--- config.mk ---
export PLATFORM = sky130hd
export DESIGN_NAME = ram_rec_play_arb
export DESIGN_NICKNAME = d
export VERILOG_FILES = /design/src/rtl/ram_rec_play_arb_pkg.sv /design/src/rtl/ram_rec_play_arb.sv
export SDC_FILE = /design/constraint.sdc
export NUM_CORES = 1
export LEC_CHECK = 0
export CORE_ASPECT_RATIO = 0.6
export CORE_MARGIN = 8
export CORE_UTILIZATION = 60
export CTS_BUF_LIST = sky130_fd_sc_hd__clkbuf_4
export CTS_CLUSTER_SIZE = 12
export DETAILED_ROUTE_END_ITERATION = 10
export GPL_ROUTABILITY_DRIVEN = 0
export PLACE_DENSITY = 0.94
export SLEW_MARGIN = 20
export SYNTH_ARGS = -nofsm -noshare
export SYNTH_HDL_FRONTEND = slang
export SYNTH_SLANG_ARGS = --single-unit
--- constraint.sdc ---
create_clock -name sys_clk -period 7 [get_ports sys_clk]
set_clock_uncertainty 0.2 [all_clocks]
set_input_delay 2.1 -clock sys_clk [delete_from_list [all_inputs] [get_ports sys_clk]]
set_output_delay 2.1 -clock sys_clk [all_outputs]
set_load 0.005 [all_outputs]
--- src/rtl/ram_rec_play_arb_pkg.sv ---
// Shared definitions for the record/playback RAM arbiter.
//   ADDR_W          : width of the RAM wrapper word address (26 bits)
//   DATA_W_DEFAULT  : default sample width (16 bits)
//   ST_*            : FSM state encodings, carried as state_t
package ram_rec_play_arb_pkg;

  localparam int ADDR_W         = 26;
  localparam int DATA_W_DEFAULT = 16;

  typedef logic [2:0] state_t;

  localparam state_t ST_IDLE      = 3'd0;
  localparam state_t ST_WRITE     = 3'd1;
  localparam state_t ST_READ_REQ  = 3'd2;
  localparam state_t ST_READ_WAIT = 3'd3;
  localparam state_t ST_READ_ACK  = 3'd4;

endpackage

--- src/rtl/ram_rec_play_arb.sv ---
// Arbitrates a single-port RAM wrapper between a sample recorder and a
// sample player. Recording has priority; each transaction is one FSM pass
// (IDLE -> WRITE, or IDLE -> READ_REQ -> READ_WAIT -> READ_ACK).
//
// Ports
//   sys_clk, reset          : clock, synchronous active-high reset
//   rec_valid/rec_data/rec_ready : record-sample handshake (one-deep buffer)
//   rec_clear               : pulse, empties the recording (applied in IDLE)
//   play_en, play_tick      : playback enable level, per-sample fetch strobe
//   play_data, play_valid   : fetched sample, valid for one cycle
//   ram_*                   : RAM wrapper command outputs / status inputs
//   max_ram_address         : last usable RAM address
//   rec_len                 : number of recorded samples
//   rec_full, play_underrun, rd_err, play_done : sticky status flags
//
// Build option: define LOOP_PLAYBACK_EN to wrap playback at the end of the
// recording instead of stopping with play_done.
module ram_rec_play_arb
  import ram_rec_play_arb_pkg::*;
#(
  parameter int DATA_BIT_WIDTH = DATA_W_DEFAULT,
  parameter int RD_TIMEOUT     = 255
) (
  input  logic                      sys_clk,
  input  logic                      reset,
  input  logic                      rec_valid,
  input  logic [DATA_BIT_WIDTH-1:0] rec_data,
  output logic                      rec_ready,
  input  logic                      rec_clear,
  input  logic                      play_en,
  input  logic                      play_tick,
  output logic [DATA_BIT_WIDTH-1:0] play_data,
  output logic                      play_valid,
  output logic [ADDR_W-1:0]         ram_address,
  output logic [DATA_BIT_WIDTH-1:0] ram_data_in,
  output logic                      ram_write_enable,
  output logic                      ram_read_request,
  output logic                      ram_read_ack,
  input  logic [DATA_BIT_WIDTH-1:0] ram_data_out,
  input  logic                      ram_rdy,
  input  logic                      ram_rd_data_pres,
  input  logic [ADDR_W-1:0]         max_ram_address,
  output logic [ADDR_W-1:0]         rec_len,
  output logic                      rec_full,
  output logic                      play_underrun,
  output logic                      rd_err,
  output logic                      play_done
);

  localparam int CNT_W = (RD_TIMEOUT < 2) ? 1 : $clog2(RD_TIMEOUT);

  state_t                    state;
  logic [DATA_BIT_WIDTH-1:0] rec_buf;
  logic                      rec_buf_full;
  logic [ADDR_W-1:0]         rec_ptr;
  logic [ADDR_W-1:0]         play_ptr;
  logic [ADDR_W-1:0]         rd_addr;
  logic                      play_pending;
  logic                      clr_pend;
  logic                      play_en_p1;
  logic [CNT_W-1:0]          wait_cnt;

  logic              in_idle;
  logic              clear_now;
  logic              rec_accept;
  logic              tick_eff;
  logic              play_fall;
  logic              wr_at_max;
  logic [ADDR_W-1:0] play_ptr_inc;

  assign in_idle      = (state == ST_IDLE);
  assign clear_now    = in_idle && (rec_clear || clr_pend);
  assign rec_ready    = ~reset & ram_rdy & ~rec_buf_full & ~rec_full;
  assign rec_accept   = rec_valid & rec_ready;
  assign tick_eff     = play_tick & play_en & ~play_done;
  assign play_fall    = play_en_p1 & ~play_en;
  assign wr_at_max    = (rec_ptr == max_ram_address);
  assign play_ptr_inc = play_ptr + ADDR_W'(1);
  assign ram_data_in  = rec_buf;

  // Strobes decode straight from the state register; gating with reset
  // guarantees no ack escapes when a read is abandoned by reset.
  always_comb begin
    ram_write_enable = 1'b0;
    ram_read_request = 1'b0;
    ram_read_ack     = 1'b0;
    ram_address      = '0;
    if (!reset) begin
      case (state)
        ST_WRITE: begin
          ram_write_enable = 1'b1;
          ram_address      = rec_ptr;
        end
        ST_READ_REQ: begin
          ram_read_request = 1'b1;
          ram_address      = play_ptr;
        end
        // Address is held through the ack: the wrapper picks the data lane
        // from address[0].
        ST_READ_WAIT: ram_address = rd_addr;
        ST_READ_ACK: begin
          ram_read_ack = 1'b1;
          ram_address  = rd_addr;
        end
        default: ;
      endcase
    end
  end

  always_ff @(posedge sys_clk) begin
    if (reset) begin
      state         <= ST_IDLE;
      rec_buf       <= '0;
      rec_buf_full  <= 1'b0;
      rec_ptr       <= '0;
      rec_len       <= '0;
      play_ptr      <= '0;
      rd_addr       <= '0;
      play_pending  <= 1'b0;
      clr_pend      <= 1'b0;
      play_en_p1    <= 1'b0;
      wait_cnt      <= '0;
      play_data     <= '0;
      play_valid    <= 1'b0;
      rec_full      <= 1'b0;
      play_underrun <= 1'b0;
      rd_err        <= 1'b0;
      play_done     <= 1'b0;
    end else begin
      play_valid <= 1'b0;
      play_en_p1 <= play_en;

      if (rec_accept) begin
        rec_buf      <= rec_data;
        rec_buf_full <= 1'b1;
      end

      if (rec_clear && !in_idle) clr_pend <= 1'b1;

      // A second tick while one is still outstanding is dropped.
      if (tick_eff) begin
        if (play_pending) play_underrun <= 1'b1;
        else              play_pending  <= 1'b1;
      end

      case (state)
        ST_IDLE: begin
          if (clear_now) begin
            rec_ptr   <= '0;
            rec_len   <= '0;
            rec_full  <= 1'b0;
            play_ptr  <= '0;
            play_done <= 1'b0;
            clr_pend  <= 1'b0;
          end else if (ram_rdy) begin
            if (rec_buf_full)
              state <= ST_WRITE;
            else if (play_pending && (play_ptr < rec_len))
              state <= ST_READ_REQ;
          end
        end
        ST_WRITE: begin
          rec_buf_full <= 1'b0;
          rec_len      <= rec_len + ADDR_W'(1);
          if (wr_at_max) rec_full <= 1'b1;
          else           rec_ptr  <= rec_ptr + ADDR_W'(1);
          state <= ST_IDLE;
        end
        ST_READ_REQ: begin
          rd_addr  <= play_ptr;
          wait_cnt <= '0;
          state    <= ST_READ_WAIT;
        end
        ST_READ_WAIT: begin
          if (ram_rd_data_pres) begin
            state <= ST_READ_ACK;
          end else if (wait_cnt == CNT_W'(RD_TIMEOUT - 1)) begin
            rd_err       <= 1'b1;
            play_pending <= 1'b0;
            state        <= ST_IDLE;
          end else begin
            wait_cnt <= wait_cnt + CNT_W'(1);
          end
        end
        ST_READ_ACK: begin
          play_data    <= ram_data_out;
          play_valid   <= 1'b1;
          play_pending <= 1'b0;
          state        <= ST_IDLE;
          // If playback was stopped while the read was in flight the data is
          // still delivered, but the pointer stays rewound.
          if (play_en) begin
`ifdef LOOP_PLAYBACK_EN
            play_ptr <= (play_ptr_inc >= rec_len) ? '0 : play_ptr_inc;
`else
            play_ptr <= play_ptr_inc;
            if (play_ptr_inc >= rec_len) play_done <= 1'b1;
`endif
          end
        end
        default: state <= ST_IDLE;
      endcase

      if (play_fall) begin
        play_ptr  <= '0;
        play_done <= 1'b0;
      end
    end
  end

endmodule

# Yosys cells after proc, flatten, opt, wreduce, memory -nomap -nowiden
# Index checks and enable logic that the tools add are counted.
# totals
rom_bits	0
mem_count	0
ramBits	0
reg_bits	156
latch_bits	0
output_inout_bits	93
# op_classes
n_lt_le_gt_ge	2
addsub	4
mul	0
bitwise	13
n_shift	0
div	0
n_reduce_logical	21
eq_ne	17
muxes	37
# ops
op	count
$pmux W26 S2	3
$mux W26	4
$add A26 B1 Y26 const B	3
$pmux W26 S3	1
$eq A26 B26 Y1	1
$ge A26 B26 Y1	1
$lt A26 B26 Y1	1
$mux W3	6
$mux W1	16
$mux W8	2
$ne A2 B2 Y1 const B	8
$pmux W8 S2	1
$reduce_and A3 Y1	5
$pmux W3 S3	1
$add A8 B1 Y8 const B	1
$eq A8 B8 Y1 const B	1
$reduce_and A4 Y1	2
$and A1 B1 Y1	7
$eq A3 B2 Y1 const B	2
$not A1 Y1	6
$pmux W1 S2	3
$reduce_bool A2 Y1	3
$reduce_or A2 Y1	3
$reduce_and A2 Y1	2
9 further kinds	11

# Depth between registers and ports, before layout
# logic_depth
word_depth	7
depth_mapped	14
mapped_depth_nobuf	13

# Least setup slack after synthesis
# OpenSTA, ideal clock, no wires.
# synth_timing
path_kind	input to output
from	input reset
to	output ram_read_ack
required_ps	4700
arrival_time_ps	3015
setup_slack_ps	1685
cell_stages	4
n_path_buf	3
path_cell_list	clkbuf_1 > clkbuf_1 > clkbuf_1 > nor2_1
# synth_via
elab_chain_len	1
# synth_rtl
item	line_no	text
start, declared	ram_rec_play_arb.sv:25	input logic reset,
$mux W1	-	
end, declared	ram_rec_play_arb.sv:38	output logic ram_read_ack,
# Every way passes these cells.

# Worst setup path in the final report
# layout_timing
from	input ram_rdy
to	output rec_ready
# layout_via
elab_chain_len	3
# layout_rtl
item	line_no	text
start, declared	ram_rec_play_arb.sv:40	input logic ram_rdy,
$and A1 B1 Y1 (3 in a row)	ram_rec_play_arb.sv:73	assign rec_ready = ~reset & ram_rdy & ~rec_buf_full & ~rec_full;
end, declared	ram_rec_play_arb.sv:28	output logic rec_ready,
# Every way passes these cells.

==> results by group <==
Route
  • Avg WL per Cell: 18.9 microns
  • Overall routed net length: 28500 microns
  • Vias per Instance: 6.26
  • Antenna-violating nets left: 0
  • Initial DRC Count: 1260
  • DRC: 0
  • Total number of vias: 9456
  • Drt first pass iters: 7

Clocking
  • Worst-path clk slew: 0.12 ns
  • Resize count post-CTS: 0
  • Clk root buf: clkbuf_4
  • Total CTS buffers: 17
  • Cts hold-fix bufs: 0
  • CTS tree: yes
  • Clock Sinks: 156
  • H-tree depth: 4
  • Setup Buffers After CTS: 0
  • Clk_lat worst skew: 0.59 ns
  • Clock Path Buffers: 2

Run status
  • Status: completed

Timing
  • Minimum clock period: 5.97 ns
  • Setup TNS Final: 0 ns
  • Worst slew pin tran: 1.11 ns
  • Setup Viol. Count Final: 0
  • Max Slew Vio Count: 0
  • Post-layout worst setup margin: 1.03 ns
  • Tcrit/Tclk final: 0.853
  • Unrepaired setup endpoints after global routing: false
  • Fmax: 167 MHz
  • Max_slew headroom: 0.256
  • Final Hold Viols: 0

Synthesis
  • Gate count of the mapped netlist: 1181
  • EDFF count, synth: 0
  • Leading area contributor after synthesis: dfxtp_1
  • Top post-synthesis cells by area: dfxtp_1 34%, a21oi_1 8.6%, ha_1 7.7%, nand2_1 7.1%, nor2_1 5.5%
  • Synth top cells by count: 174 x nand2_1, 158 x a21oi_1, 156 x dfxtp_1
  • Yosys top cell area share: 0.339
  • Post-synth top flop: dfxtp_1
  • #FFs+latches synth: 156
  • Yosys cell types: 80
  • Synthesis Warnings: 0
  • Mapped Area: 9210 sq um
  • Mapped Nets: 1304
  • Syn_area_per_cell: 7.80 sq um
  • Sequential-to-total area share from yosys stat: 0.339
  • Most frequent cell after synthesis: nand2_1
  • Ys async rst share: 0

Finish
  • NumNets Final: 1417
  • Fin area: 11000 sq um
  • Post-layout util: 0.724
  • Final Non-Filler Cells: 1511
  • P&R area growth vs syn: 19.4%
  • Layout cells sized above 1: 0.0612

Floorplanning
  • Die Ht: 112 microns
  • Initial core utilization: 0.606
  • Area of the core: 15200 sq um
  • Rows: 35
  • Die area: 19700 sq um
  • Number of top-level pins: 159
  • Die span in x: 176 microns

Global routing
  • Most used routing layer: met2
  • Met2 usage: 0.424
  • Overflow after GRT: 0
  • Largest net degree at the start of global routing: 49
  • First-pass GRT wire length: 45400 microns
  • Vias in the first global route: 8955
  • Initial antenna violation count: 1
  • Met3 usage: 0.0733
  • GRT Util Overall: 0.281
  • GR Util met1: 0.379

Hold path
  • Hold Path Class: reg -> reg
  • Hold wc startpoint: ram_data_in[13]

Setup path
  • Largest delay share family, worst path: buffers and inverters
  • Worst reg-to-reg setup slack: 2.99 ns
  • Crit path arrival time: 3.67 ns
  • Most Frequent Cell on Critical Path: clkdlybuf4s50_1
  • FF-to-FF Start: play_ptr[0]
  • Crit end category: output port
  • Kind of start point of the critical path: primary input
  • Worst stage delay on the critical path: 0.61 ns
  • Critical path's slowest cell: clkdlybuf4s50_1
  • Worst path cell trace: clkdlybuf4s50_1 -> nor4b_1 -> clkdlybuf4s50_1
  • Setup CP Type: in -> out
  • Max FO, Critical Path: 3
  • Worst EP required: 4.70 ns
  • Worst Setup SP: ram_rdy
  • WP buf/inv: 2

Power and ir drop
  • VDD IR max: 107 uV
  • Leakage Power: 3.98 nW
  • Pwr dens: 142 nW/um^2

Flow run
  • Maxcap violations: 0

Placed design
  • Place WS: 1.06 ns
  • Placed instance area: 10700 sq um
  • Hpwl dp: 21200 microns
  • IO Port Bufs: 158
  • Placed Instances: 1478
## cells by family (layout without fill, tap and decap cells)
kind of cell | Yosys count | in the layout | share of synthesized area
flip-flops | 156 | 156 | 0.339
AND/OR/NAND/NOR | 490 | 490 | 0.258
XOR/XNOR | 58 | 58 | 0.0552
buffers and inverters | 111 | 237 | 0.0607
AO/OA/AOI/OAI | 301 | 301 | 0.201
other | 0 | 1 | 0
adder cells (fa/ha/maj) | 57 | 57 | 0.0774
multiplexers | 8 | 8 | 0.00883
## placed cells by master, fill, tap and decap left out, types with 3 or more instances in the layout
master	n
a22o_1	4
or4_1	7
o21ai_0	32
a21o_1	10
a211o_1	3
buf_4	14
nand2_1	174
dfxtp_1	156
clkinvlp_4	4
nand2b_1	4
a21oi_1	158
a22oi_1	32
a2111oi_0	3
nor2_1	134
ha_1	57
or2_2	4
clkinv_4	3
clkbuf_4	17
nand4_1	21
xor2_1	25
xnor2_1	33
a211oi_1	9
and3_1	12
nor3_1	15
a311oi_1	3
nor4_1	9
a31oi_1	9
clkdlybuf4s50_1	157
o31ai_1	10
mux2i_1	7
or3_1	16
nand3b_1	6
o211ai_1	4
and4_1	7
inv_1	34
nor2b_1	6
and2_1	10
nand3_1	39
a31o_2	4
## state kept, by name, indices dropped and copies added, names as in the netlist, 3 cells and up
register     cells
state            3
rd_addr         26
ram_data_in     16
play_ptr        26
rec_len         26
rec_ptr         26
wait_cnt         8
play_data       16
## worst min-delay path: cells and delay by family, from the launching register on
family	cells	cell delay (ns)
DFF	1	0.33
and+or+nand+nor	1	0.05
AOI/OAI and AO/OA	1	0.05
## cell type report
| type | instances | area (sq um) |
|---|---|---|
| multi-input cells | 914 | 5550 |
| flip-flops and latches | 156 | 3120 |
| repair buffers | 171 | 1680 |
| clock inverters | 15 | 140 |
| inverters | 34 | 128 |
| well taps | 203 | 254 |
| fillers | 1185 | 4200 |
| clock buffers | 17 | 128 |
| diodes | 1 | 2.50 |
## where the power goes
| part | switching [mW] | internal (mW) | total [mW] |
|---|---|---|---|
| Clock | 0.365 | 0.181 | 0.547 |
| Sequential | 0.00347 | 0.893 | 0.896 |
| Combinational | 0.0638 | 0.0548 | 0.119 |
## metal layers
| layer | routed length [microns] | vias to the layer above |
|---|---|---|
| met5 | 0 | - |
| met4 | 838 | 0 |
| met3 | 3350 | 100 |
| met2 | 12300 | 592 |
| met1 | 12000 | 4370 |
| li1 | - | 4394 |
## worst paths after layout
| kind | to | cells after the start |
|---|---|---|
| min reg2reg | ram_data_in[13] | 2 |
| max reg2reg | play_done | 12 |
| min | ram_data_in[13] | 2 |
| max | rec_ready | 3 |
## per-stage QoR
| stage | total power [mW] | hold slack [ns] |
|---|---|---|
| 2_1_floorplan | 0.965 | 0.237 |
| 3_3_place_gp | 1.03 | 0.241 |
| 3_5_place_dp | 1.03 | 0.246 |
| 4_1_cts | 1.55 | 0.264 |
| 5_1_grt | 1.61 | 0.281 |
| 6_report | 1.56 | 0.263 |
Power figures use the tool's default switching activity.
